===== config.mk =====
export PLATFORM = sky130hd
export DESIGN_NAME = instr_fetch_unit
export DESIGN_NICKNAME = d
export VERILOG_FILES = /design/src/rtl/instr_fetch_unit.sv
export SDC_FILE = /design/constraint.sdc
export NUM_CORES = 1
export LEC_CHECK = 0
export ABC_AREA = 0
export ABC_CLOCK_PERIOD_IN_PS = 4400
export BUFFER_PORTS_ARGS = -buffer_cell sky130_fd_sc_hd__buf_2
export CAP_MARGIN = 0
export CELL_PAD_IN_SITES_DETAIL_PLACEMENT = 1
export CELL_PAD_IN_SITES_GLOBAL_PLACEMENT = 1
export CORE_MARGIN = 2
export CORE_UTILIZATION = 40
export CTS_CLUSTER_DIAMETER = 200
export DETAILED_ROUTE_END_ITERATION = 8
export PLACE_DENSITY_LB_ADDON = 0.1
export SYNTH_ARGS = -nofsm -noshare
export SYNTH_HDL_FRONTEND = slang
export SYNTH_SLANG_ARGS = --single-unit

===== constraint.sdc =====
create_clock -name CLK -period 4.4 [get_ports CLK]
set_clock_uncertainty 0.1 [all_clocks]
set_input_delay 0.22 -clock CLK [delete_from_list [all_inputs] [get_ports CLK]]
set_output_delay 0.22 -clock CLK [all_outputs]
set_load 0.1 [all_outputs]

===== src/rtl/instr_fetch_unit.sv =====
// Instruction-fetch stage: owns the fetch PC, issues busywait-handshaked reads,
// and buffers returned words in a small prefetch FIFO feeding the ID stage.
module instr_fetch_unit #(
    parameter int          ADDR_WIDTH   = 32,
    parameter int          DATA_WIDTH   = 32,
    parameter int          DEPTH        = 4,
    parameter logic [31:0] RESET_VECTOR = 32'h0000_0000,
    parameter int          INSTR_BYTES  = 4
) (
    input  logic                         CLK,
    input  logic                         RESET,
    output logic [ADDR_WIDTH-1:0]        INSTR_MEM_ADDR,
    output logic                         INSTR_MEM_READ,
    input  logic                         INSTR_MEM_BUSYWAIT,
    input  logic [DATA_WIDTH-1:0]        INSTRUCTION,
    input  logic                         REDIRECT,
    input  logic [ADDR_WIDTH-1:0]        REDIRECT_TARGET,
    input  logic                         ID_HOLD,
    output logic                         ID_VALID,
    output logic [ADDR_WIDTH-1:0]        ID_PC,
    output logic [DATA_WIDTH-1:0]        ID_INSTRUCTION,
    output logic [$clog2(DEPTH+1)-1:0]   FIFO_LEVEL
);
    localparam int PW = $clog2(DEPTH);
    localparam int LW = $clog2(DEPTH+1);

    typedef enum logic [0:0] {S_FETCH = 1'b0, S_DRAIN = 1'b1} state_t;

    state_t                r_state;
    state_t                w_state_next;
    logic [ADDR_WIDTH-1:0] r_fetch_pc;
    logic [ADDR_WIDTH-1:0] r_pending_pc;
    logic [PW-1:0]         r_wr_ptr;
    logic [PW-1:0]         r_rd_ptr;
    logic [LW-1:0]         r_level;
    logic [ADDR_WIDTH-1:0] r_hold_pc;
    logic [DATA_WIDTH-1:0] r_hold_instr;
    logic [ADDR_WIDTH-1:0] r_mem_pc    [DEPTH];
    logic [DATA_WIDTH-1:0] r_mem_instr [DEPTH];

    logic w_read;
    logic w_valid;
    logic w_accept;
    logic w_pop;

    // State register
    always_ff @(posedge CLK or posedge RESET) begin
        if (RESET) r_state <= S_FETCH;
        else       r_state <= w_state_next;
    end

    // Next-state logic: a redirect that hits an outstanding busy access must drain it first
    always_comb begin
        w_state_next = r_state;
        case (r_state)
            S_FETCH: if (REDIRECT && w_read && INSTR_MEM_BUSYWAIT) w_state_next = S_DRAIN;
            S_DRAIN: if (!INSTR_MEM_BUSYWAIT)                      w_state_next = S_FETCH;
            default: w_state_next = S_FETCH;
        endcase
    end

    // Output / handshake logic
    always_comb begin
        w_read   = 1'b1;
        w_valid  = 1'b0;
        if (r_state == S_FETCH) begin
            w_read  = (r_level < LW'(DEPTH));
            w_valid = (r_level != '0);
        end
        w_accept = (r_state == S_FETCH) && w_read && !INSTR_MEM_BUSYWAIT && !REDIRECT;
        w_pop    = w_valid && !ID_HOLD && !REDIRECT;
    end

    assign INSTR_MEM_READ = w_read;
    assign INSTR_MEM_ADDR = r_fetch_pc;
    assign ID_VALID       = w_valid;
    assign FIFO_LEVEL     = r_level;
    // Empty FIFO shows the last head seen rather than a stale slot
    assign ID_PC          = (r_level != '0) ? r_mem_pc[r_rd_ptr]    : r_hold_pc;
    assign ID_INSTRUCTION = (r_level != '0) ? r_mem_instr[r_rd_ptr] : r_hold_instr;

    always_ff @(posedge CLK or posedge RESET) begin
        if (RESET) begin
            r_fetch_pc   <= RESET_VECTOR[ADDR_WIDTH-1:0];
            r_pending_pc <= '0;
            r_wr_ptr     <= '0;
            r_rd_ptr     <= '0;
            r_level      <= '0;
            r_hold_pc    <= '0;
            r_hold_instr <= '0;
        end else begin
            if (r_state == S_FETCH) begin
                if (REDIRECT) begin
                    if (w_read && INSTR_MEM_BUSYWAIT) r_pending_pc <= REDIRECT_TARGET;
                    else                              r_fetch_pc   <= REDIRECT_TARGET;
                end else if (w_accept) begin
                    r_fetch_pc <= r_fetch_pc + ADDR_WIDTH'(INSTR_BYTES);
                end
            end else begin
                if (REDIRECT) r_pending_pc <= REDIRECT_TARGET;
                if (!INSTR_MEM_BUSYWAIT)
                    r_fetch_pc <= REDIRECT ? REDIRECT_TARGET : r_pending_pc;
            end

            if (r_level != '0) begin
                r_hold_pc    <= r_mem_pc[r_rd_ptr];
                r_hold_instr <= r_mem_instr[r_rd_ptr];
            end

            if (REDIRECT) begin
                r_level  <= '0;
                r_rd_ptr <= r_wr_ptr;
            end else begin
                if (w_accept) r_wr_ptr <= r_wr_ptr + PW'(1);
                if (w_pop)    r_rd_ptr <= r_rd_ptr + PW'(1);
                case ({w_accept, w_pop})
                    2'b10:   r_level <= r_level + LW'(1);
                    2'b01:   r_level <= r_level - LW'(1);
                    default: r_level <= r_level;
                endcase
            end
        end
    end

    always_ff @(posedge CLK) begin
        if (w_accept) begin
            r_mem_pc[r_wr_ptr]    <= r_fetch_pc;
            r_mem_instr[r_wr_ptr] <= INSTRUCTION;
        end
    end

    a_no_overflow: assert property (@(posedge CLK) disable iff (RESET)
        !(w_accept && !w_pop && r_level == LW'(DEPTH)));
    a_no_underflow: assert property (@(posedge CLK) disable iff (RESET)
        !(w_pop && !w_accept && r_level == '0));

endmodule


==> impl_results.md <==
- TritonCTS clock tree: yes
- Combinational family with the most area after synthesis: multiplexers
- I/O Buffers: 169
- Synth warn: 0
- Clock Latency Late Sink: 560 ps
- Full die area: 40700 um2
- RSZ-0062 raised after global routing: no
- Worst r2r src: INSTR_MEM_ADDR[5]$_DFFE_PP0P_
- Hold path start: REDIRECT
- Most common cell after layout, fill and taps aside: edfxtp_1
- Post-synth EDFFs: 256
- Clock root cell: clkbuf_16
- WHS: 78.4 ps
- Area Growth Syn to Fin: 22.5%
- Setup TNS Final: 0 ps
- Async S/R FF share, synth: 0.347
- Top_reg_cell synth: edfxtp_1
- Num Clock Sinks: 392
- Gr usage total: 0.190
- Critical path class: register to primary output
- Total wire length: 37.7 mm
- Post-CTS Setup Inserts: 0
- Syn Inst Count: 884
- Final min period: 3210 ps
- Clock slew at reported path FFs: 50 ps
- Post-synthesis xor/xnor area fraction: 0.00336
- Synth unique cells: 62
- Die span in y: 202 um
- Max_cap viols: 0
- Worst Setup SP: r_rd_ptr[0]$_DFFE_PP0P_
- Vias per cell: 5.30
- Core area: 38600 um2
- Inserted Clock Buffers: 43
- Utilization after layout: 0.495
- H-Tree Depth: 2
- WP data arrival: 2890 ps
- Adder-Cell Fraction of Synth Area: 0.00528
- Post-synthesis net count: 959
- Fillers: 3702
- Top post-synthesis cells by area: edfxtp_1, dfrtp_1, mux4_2
- Antenna Violating Nets Remaining: 0
- Slowest cell on crit path: dfrtp_4
- Critical Path Max Stage Delay: 710 ps
- Mux contribution to synthesized area: 0.167
- Critical-path cell list: buf_12, mux4_2, mux2_2, buf_2
- Maximum clock insertion buffer count: 3
- Yosys top cell area share: 0.492
- CP required: 4080 ps
- CP Max Fanout: 47
- Vias post-DR: 8896
- Sequential fraction of the synthesis area: 0.709
- Slew Limit Fails: 0
- Mapped Avg Cell Area: 17.7 um2
- Startpoint Class: register
- Relative slew slack: 0.271
- DP HPWL: 21.9 mm
- First-pass GRT wire length: 59.1 mm
- Grt total ovfl: 0
- Most frequent cells in the layout: edfxtp_1, buf_2, dfrtp_1, mux2_2, dlygate4sd3_1
- Least-Margin Pin Slew: 1090 ps
- DRC violations left: 0
- Row cnt: 72
- GP Congestion: 0.723
- Post-layout nets: 1204
- Initial antenna violation count: 1
- Final hold violations: 0
- Yosys reg bits: 392
- Crit. End Element: primary output
- Number of global-route vias before repair: 9702
- Synthesized area: 15600 um2
- Cell taking the most area after synthesis: edfxtp_1
- Status: finished, final reports clean
- HP Class: primary input to register
- DIE WIDTH: 202 um
- Number of antenna diodes: 0
- Synth Area in Compound Gates: 0.0540
- Routed WL per cell: 22.4 um
- Ratio of cells with drive above 1 in the final layout: 0.363
- Simple-gate portion of the synthesized area: 0.0452
- Max Clk Rate: 0.312 GHz
- Pre-antenna DRT Iters: 6
- 1st-iter DRT viols: 451
- Initial core utilization: 0.405
- Endpoints failing setup: 0
- I/O pin count: 170
- Period utilization: 0.729
- Largest net degree at the start of global routing: 72
==> Yosys cell counts (all sizes together) (9+ instances only) <==
library cell	count
nand4	9
a22o	16
nand2	42
dfrtp	136
edfxtp	256
nor2	21
o211ai	12
mux2	97
clkbuf	37
mux4	64
a21oi	16
buf	13
inv	11
o311ai	12
o21ai	33
==> stage by stage <==
step	setup slack [ps]	cell area, um2	std cells
after detailed placement	1680	17100	1535
after CTS	1070	19100	1680
after global routing	1010	19100	1680
final	1190	19100	1680
after floorplan	441	15600	884
after global placement	1670	17100	1535
==> worst max-delay path, delay by kind of cell (launching register included) <==
kind / cells / cell delay, ps
buf+inv: 2 / 730
flops: 1 / 710
mux: 2 / 860
==> cell families after synthesis <==
family / after synthesis
buf+inv: 61
simple gates: 130
xor+xnor: 6
flops: 392
fa+ha+maj: 6
compound gates: 120
mux: 169
==> routing by layer <==
layer  wire, um  up-vias  global-route usage  share of wire
met5          0        -                   0              0
met4        614        0              0.0473          0.016
met3       1550       40              0.0385          0.041
met2      18300      170               0.312           0.49
met1      17200     4673               0.260           0.46
li1           -     4013                   -              -
==> worst paths after layout <==
path | to | slack (ps) | depth (start not counted)
worst max-delay path | ID_INSTRUCTION[1] | 1190 | 4
worst min-delay path | r_rd_ptr[1]$_DFFE_PP0P_ | 80 | 3
worst max register to register | INSTR_MEM_ADDR[31]$_DFFE_PP0P_ | 1800 | 4
worst min register to register | r_hold_instr[5]$_DFF_PP0_ | 390 | 1
max in group asynchronous | INSTR_MEM_ADDR[2]$_DFFE_PP0P_ | 3010 | 4
min in group asynchronous | r_hold_pc[29]$_DFF_PP0_ | 290 | 3
==> sequential cells by signal, indices dropped and copies added, names as in the netlist, 3 cells and up <==
name,count
FIFO_LEVEL,3
INSTR_MEM_ADDR,32
r_hold_instr,32
r_hold_pc,32
r_mem_instr,128
r_mem_pc,128
r_pending_pc,32
==> timing repair <==
action                                 in CTS  in global routing
hold buffers                               67                  0
endpoints found under the hold margin     253                  0
gates resized for setup                     0                  0
setup endpoints to repair                   0                  0
==> cell type report <==
type	count	area, um2	share of cell area
Inverter	11	46.3	0.00242
Sequential cell	392	11100	0.580
Multi-Input combinational cell	431	4330	0.226
Tap cell	518	648	0.0338
Clock buffer	63	1240	0.0650
Clock inverter	15	123	0.00640
Timing Repair Buffer	250	1660	0.0866
Power is left out: the tool's default activity adds up to more than one toggle a clock period on the data nets, which glitch-free logic cannot reach.
